**config.mk**
```make
export PLATFORM = sky130hd
export DESIGN_NAME = regfile_wb_ctrl_flat
export DESIGN_NICKNAME = d
export VERILOG_FILES = /design/src/rtl/regfile_wb_ctrl_if.sv /design/src/rtl/regfile_wb_ctrl.sv /design/src/flat_wrapper.sv
export SDC_FILE = /design/constraint.sdc
export NUM_CORES = 1
export LEC_CHECK = 0
export CORE_AREA = 2 2 90 92
export CTS_BUF_LIST = sky130_fd_sc_hd__clkbuf_2 sky130_fd_sc_hd__clkbuf_4 sky130_fd_sc_hd__clkbuf_8
export DETAILED_ROUTE_END_ITERATION = 16
export DIE_AREA = 0 0 92 94
export PLACE_DENSITY = 0.91
export SKIP_LAST_GASP = 1
export SYNTH_ARGS = -nofsm -noshare
export SYNTH_HDL_FRONTEND = slang
export SYNTH_SLANG_ARGS = --single-unit
```
**constraint.sdc**
```tcl
create_clock -name clk -period 1.8 [get_ports clk]
set_clock_uncertainty 0.15 [all_clocks]
set_input_delay 0.36 -clock clk [delete_from_list [all_inputs] [get_ports clk]]
set_output_delay 0.36 -clock clk [all_outputs]
set_load 0.05 [all_outputs]
```
**src/rtl/regfile_wb_ctrl_if.sv**
```systemverilog
// Purpose: bundles issue, writeback-request and register-file-write signals of regfile_wb_ctrl.
// Latency: none, wiring only.
// Backpressure: reqN_ready is driven by the slave (controller); master must hold valid/addr/data until ready.
interface regfile_wb_ctrl_if #(
  parameter int DWIDTH = 32,
  parameter int AWIDTH = 5
);
  localparam int NREG = 1 << AWIDTH;

  // Issue-side reservation
  logic              iss_valid;
  logic [AWIDTH-1:0] iss_rd;

  // Writeback port 0 (ALU results)
  logic              req0_valid;
  logic              req0_ready;
  logic [AWIDTH-1:0] req0_addr;
  logic [DWIDTH-1:0] req0_data;

  // Writeback port 1 (load data)
  logic              req1_valid;
  logic              req1_ready;
  logic [AWIDTH-1:0] req1_addr;
  logic [DWIDTH-1:0] req1_data;

  // Register file write port and scoreboard
  logic              RegWEn;
  logic [AWIDTH-1:0] AddrD;
  logic [DWIDTH-1:0] DataD;
  logic [NREG-1:0]   busy;

  // Requesters / issue logic / register file side
  modport master (
    output iss_valid, iss_rd,
    output req0_valid, req0_addr, req0_data,
    output req1_valid, req1_addr, req1_data,
    input  req0_ready, req1_ready,
    input  RegWEn, AddrD, DataD, busy
  );

  // Writeback controller side
  modport slave (
    input  iss_valid, iss_rd,
    input  req0_valid, req0_addr, req0_data,
    input  req1_valid, req1_addr, req1_data,
    output req0_ready, req1_ready,
    output RegWEn, AddrD, DataD, busy
  );
endinterface

```
**src/rtl/regfile_wb_ctrl.sv**
```systemverilog
// Purpose: arbitrates two writeback ports onto the register file write port and tracks pending destinations.
// Latency: transfer in cycle N drives RegWEn/AddrD/DataD in cycle N+1; busy bit reads clear in cycle N+2.
// Backpressure: output stage never stalls; the losing port sees ready=0 and holds. Optional macro WB_RR_ARB_EN selects round-robin (default: port 1 fixed priority).
module regfile_wb_ctrl #(
  parameter int DWIDTH = 32,
  parameter int AWIDTH = 5
) (
  input  logic              clk,
  input  logic              rst,
  regfile_wb_ctrl_if.slave  wb
);
  localparam int NREG = 1 << AWIDTH;

  logic              grant0;
  logic              grant1;
  logic              ready0;
  logic              ready1;
  logic              xfer;
  logic [AWIDTH-1:0] xferAddr;
  logic [DWIDTH-1:0] xferData;

  logic              regWEnQ;
  logic [AWIDTH-1:0] addrDQ;
  logic [DWIDTH-1:0] dataDQ;
  logic [NREG-1:0]   busyQ;
  logic [NREG-1:0]   setVec;
  logic [NREG-1:0]   clrVec;
  logic [NREG-1:0]   busyNext;

`ifdef WB_RR_ARB_EN
  // 1 = port 1 was granted most recently, so port 0 wins the next tie
  logic              lastGrant;
`endif

  // Pick at most one port; ties go to round-robin or to the load port
  always_comb begin
    grant0 = 1'b0;
    grant1 = 1'b0;
    if (wb.req0_valid && wb.req1_valid) begin
`ifdef WB_RR_ARB_EN
      if (lastGrant) begin
        grant0 = 1'b1;
      end else begin
        grant1 = 1'b1;
      end
`else
      grant1 = 1'b1;
`endif
    end else begin
      grant0 = wb.req0_valid;
      grant1 = wb.req1_valid;
    end
  end

  // Nothing is accepted while reset is held, even though valid may be high
  assign ready0 = grant0 & rst;
  assign ready1 = grant1 & rst;
  assign wb.req0_ready = ready0;
  assign wb.req1_ready = ready1;

  assign xfer     = ready0 | ready1;
  assign xferAddr = ready1 ? wb.req1_addr : wb.req0_addr;
  assign xferData = ready1 ? wb.req1_data : wb.req0_data;

`ifdef WB_RR_ARB_EN
  // Remember the winner of the last completed transfer only
  always_ff @(posedge clk or negedge rst) begin
    if (!rst) begin
      lastGrant <= 1'b1;
    end else if (ready0) begin
      lastGrant <= 1'b0;
    end else if (ready1) begin
      lastGrant <= 1'b1;
    end
  end
`endif

  // Registered write port; x0 transfers load addr/data but never raise the enable
  always_ff @(posedge clk or negedge rst) begin
    if (!rst) begin
      regWEnQ <= 1'b0;
      addrDQ  <= '0;
      dataDQ  <= '0;
    end else if (xfer) begin
      regWEnQ <= (xferAddr != '0);
      addrDQ  <= xferAddr;
      dataDQ  <= xferData;
    end else begin
      regWEnQ <= 1'b0;
    end
  end

  // Scoreboard next state: clear the register being written now, then apply new reservation so it wins
  always_comb begin
    setVec = '0;
    clrVec = '0;
    if (wb.iss_valid && (wb.iss_rd != '0)) begin
      setVec[wb.iss_rd] = 1'b1;
    end
    if (regWEnQ) begin
      clrVec[addrDQ] = 1'b1;
    end
    busyNext    = (busyQ & ~clrVec) | setVec;
    busyNext[0] = 1'b0;
  end

  // Scoreboard register
  always_ff @(posedge clk or negedge rst) begin
    if (!rst) begin
      busyQ <= '0;
    end else begin
      busyQ <= busyNext;
    end
  end

  assign wb.RegWEn = regWEnQ;
  assign wb.AddrD  = addrDQ;
  assign wb.DataD  = dataDQ;
  assign wb.busy   = busyQ;

endmodule

```
**src/flat_wrapper.sv**
```systemverilog
// flat-port wrapper written by rule: the top's interface ports become plain ports
module regfile_wb_ctrl_flat 
#(
  parameter int DWIDTH = 32,
  parameter int AWIDTH = 5
)
  (clk, rst, wb_iss_valid, wb_iss_rd, wb_req0_valid, wb_req0_addr, wb_req0_data, wb_req1_valid, wb_req1_addr, wb_req1_data, wb_req0_ready, wb_req1_ready, wb_RegWEn, wb_AddrD, wb_DataD, wb_busy);
  regfile_wb_ctrl_if #(.DWIDTH(DWIDTH), .AWIDTH(AWIDTH)) wb_i ();
  input  logic clk;
  input  logic rst;
  input wire logic [$bits(wb_i.iss_valid)-1:0] wb_iss_valid;
  input wire logic [$bits(wb_i.iss_rd)-1:0] wb_iss_rd;
  input wire logic [$bits(wb_i.req0_valid)-1:0] wb_req0_valid;
  input wire logic [$bits(wb_i.req0_addr)-1:0] wb_req0_addr;
  input wire logic [$bits(wb_i.req0_data)-1:0] wb_req0_data;
  input wire logic [$bits(wb_i.req1_valid)-1:0] wb_req1_valid;
  input wire logic [$bits(wb_i.req1_addr)-1:0] wb_req1_addr;
  input wire logic [$bits(wb_i.req1_data)-1:0] wb_req1_data;
  output wire logic [$bits(wb_i.req0_ready)-1:0] wb_req0_ready;
  output wire logic [$bits(wb_i.req1_ready)-1:0] wb_req1_ready;
  output wire logic [$bits(wb_i.RegWEn)-1:0] wb_RegWEn;
  output wire logic [$bits(wb_i.AddrD)-1:0] wb_AddrD;
  output wire logic [$bits(wb_i.DataD)-1:0] wb_DataD;
  output wire logic [$bits(wb_i.busy)-1:0] wb_busy;
  assign wb_i.iss_valid = wb_iss_valid;
  assign wb_i.iss_rd = wb_iss_rd;
  assign wb_i.req0_valid = wb_req0_valid;
  assign wb_i.req0_addr = wb_req0_addr;
  assign wb_i.req0_data = wb_req0_data;
  assign wb_i.req1_valid = wb_req1_valid;
  assign wb_i.req1_addr = wb_req1_addr;
  assign wb_i.req1_data = wb_req1_data;
  assign wb_req0_ready = wb_i.req0_ready;
  assign wb_req1_ready = wb_i.req1_ready;
  assign wb_RegWEn = wb_i.RegWEn;
  assign wb_AddrD = wb_i.AddrD;
  assign wb_DataD = wb_i.DataD;
  assign wb_busy = wb_i.busy;
  regfile_wb_ctrl #(.DWIDTH(DWIDTH), .AWIDTH(AWIDTH)) u_core (.clk(clk), .rst(rst), .wb(wb_i));
endmodule
```
==> reports/qor.yml <==
synth_cell_type_count: 22
num_rows: 32
hold_viol_final: 0
port_buffers: 154
power.density_nw_per_um2: 1270
antenna_left: 0
maxSlewViolCount: 0
drive_above_1_share_pct: 23.3
grt_overflow: 0
ir_worst_vdd_mv: 0.589
track_usage_pct: 22.6
viasPerCell: 5.21
diodes: 0
netlist_area_um2: 3040
reg2reg_to: "u_core.wb.busy[3]"
wl_met3_mm: 1.00
path_cells: "clkdlybuf4s50_1 > nand2_2 > nor2_4 > buf_12"
r2r-start: "u_core.wb.AddrD[2]"
ys_ff_latch: 69
yosys_warnings: 0
numCtsBuffers: 9
top_layer: "met4"
worst_setup_path_end_kind: "primary output"
core-area_um2: 7610
netlist_instances: 292
clk_path_buf_depth: 2
reg2reg_depth: 3
cts_setup_buffers: 0
die_h_um: 94
htreeDepth: 3
drc_errors: 0
crit_family: "buffers and inverters"
initialDrtViolationCount: 157
crit_buf_inv: 2
p_total_mw: 6.24
wl_met1_mm: 3.78
power_frac_seq_pct: 35.0
setup_tns_ns: 0
startpoint: "wb_req0_valid"
critPathKind: "in -> out"
cp_max_fo: 2
place.gp.congestion: 0.884
io_pins: 156
cp_slowest_cell: "clkdlybuf4s50_1"
power_frac_clock_pct: 20.3
first_pass_iters: 4
intPower_mw: 3.54
grt_pass1_wl_mm: 15.1
clk_pin_slew_ns: 0.06
holdWs_ns: 0.337
drt-wirelength-per-cell_um: 16.9
rrSetupSlack_ns: 0.22
wl_met2_mm: 4.60
antenna_found_initial: 0
syn2layout_area_growth_pct: 62.0
switching_power_mw: 2.70
cts_tree: "yes"
finalCriticalPeriod_ns: 1.76
wl_mm: 9.57
syn_nets: 376
pwr-share-comb_pct: 44.8
setup_viol: 0
grt_pass1_vias: 3028
max_cap_violations: 0
crit_path_max_incr_delay_ns: 0.52
dp_hpwl_mm: 7.26
rsz0062_at_grt: "false"
leakage_nw: 2.22
cts.root.buffer_cell: "clkbuf_8"
cp-endpoint: "wb_req0_ready"
min_period_over_period_pct: 97.8
fillCellCount: 599
dieWidth_um: 92
cts_num_sinks: 69
cp-start-kind: "primary input"
hold_path.class: "reg -> reg"
outcome: "completed"
die-area_um2: 8650
grt_start_max_net_pins: 53
design_area_um2: 4930
synth_area_per_cell_um2: 10.4
crit_required_ns: 1.29
p_sw_share_pct: 43.2
dr_total_vias: 2947
critPathArrivalTime_ns: 1.25
fmax_ghz: 0.568
start_util_pct: 40.0
finalCoreUtilization_pct: 64.8
ys_seq_area_share_pct: 56.7
clock_latency_ns: 0.34
place_area_um2: 4700
crit_cells: 4
fin_nets: 544
-- Yosys cell counts, drive strengths merged --
| cell type | instances | area, µm² |
|---|---|---|
| nand3 | 4 | 20.0 |
| or3b | 6 | 62.6 |
| clkbuf | 3 | 11.3 |
| or4 | 1 | 7.51 |
| nor2 | 3 | 11.3 |
| a21oi | 1 | 5.00 |
| conb | 1 | 3.75 |
| dfrtp | 69 | 1730 |
| or3 | 3 | 18.8 |
| mux2i | 36 | 360 |
| buf | 9 | 55.1 |
| o22ai | 2 | 12.5 |
| nor3 | 2 | 10.0 |
| o21ai | 99 | 499 |
| nand3b | 10 | 75.1 |
| inv | 2 | 7.51 |
| nand2 | 40 | 150 |
| a211oi | 1 | 7.51 |
-- cell type report --
cell class              instances  area (µm²)  share of cell area (%)
clock buffers                  11         151                    3.07
repair buffers                169        1610                    32.6
clock inverters                 4        47.5                   0.964
inverters                       2        7.51                   0.152
multi-input cells             209        1260                    25.6
well taps                     102         128                    2.59
flip-flops and latches         69        1730                    35.0
-- power groups by stage --
stage	registers (mW)	clock network (mW)	logic, mW
after floorplan	3.45	0	0.426
after global placement	2.18	0	2.73
after detailed placement	2.21	0	2.79
after CTS	2.18	1.29	2.80
after global routing	2.22	1.35	2.93
final	2.18	1.26	2.79
-- worst register-to-register path: stages (launching register included) --
cell and delay, ns:
dfrtp_1 0.54, or3_1 0.47, o21ai_0 0.18, o21ai_0 0.11
-- layout by cell type, fill, tap and decap left out, types with 4 or more instances in the layout --
| master | count |
|---|---|
| nand2_1 | 38 |
| nand3_1 | 4 |
| o21ai_1 | 24 |
| dfrtp_1 | 69 |
| clkbuf_8 | 11 |
| or3b_4 | 4 |
| o21ai_0 | 74 |
| mux2i_1 | 36 |
| buf_4 | 74 |
| buf_12 | 10 |
| nand3b_1 | 10 |
| clkdlybuf4s50_1 | 81 |
-- how the worst min path moves through the flow --
stage                             start                  end  slack (ns)  cells after the start
finish              u_core.wb.DataD[24]  u_core.wb.DataD[24]        0.34                      2
global route        u_core.wb.DataD[29]  u_core.wb.DataD[29]        0.36                      2
CTS                 u_core.wb.DataD[24]  u_core.wb.DataD[24]        0.34                      2
detailed placement                  rst  u_core.wb.DataD[21]        0.06                      1
global placement                    rst  u_core.wb.DataD[21]        0.06                      1
floorplan                           rst   u_core.wb.AddrD[0]       -0.09                      0
-- cells by family after synthesis --
logic type / Yosys count / share of synthesized area (%)
AOI/OAI and AO/OA: 103 / 17.2
other: 1 / 0.123
and+or+nand+nor: 69 / 11.7
muxes: 36 / 11.8
buffers and inverters: 14 / 2.42
DFF: 69 / 56.7
-- per-layer routing --
metal	GRT usage (%)	vias to the layer above
li1	-	1381
met1	26.7	1395
met2	36.9	153
met3	8.35	18
met4	10.2	0
met5	0	-
-- sequential cells by signal, indices dropped and copies added, names as in the netlist --
| name | count |
|---|---|
| u_core.wb.AddrD | 5 |
| u_core.wb.DataD | 32 |
| u_core.wb.busy | 31 |
| u_core.wb.RegWEn | 1 |
-- through the flow --
| stage | setup slack, ns | cells |
|---|---|---|
| 2_1_floorplan | 0.177 | 292 |
| 3_3_place_gp | -0.0563 | 549 |
| 3_5_place_dp | -0.0959 | 549 |
| 4_1_cts | 0.0198 | 566 |
| 5_1_grt | 0.0176 | 566 |
| 6_report | 0.0395 | 566 |
-- repair_timing --
item / 4_1_cts / 5_1_grt
setup endpoints to repair: 2 / 2
hold endpoints to repair: 10 / 0
gates resized for setup: 2 / 3
pin swaps: 0 / 1
hold buffers: 2 / 0
(Power assumes the default switching activity.)
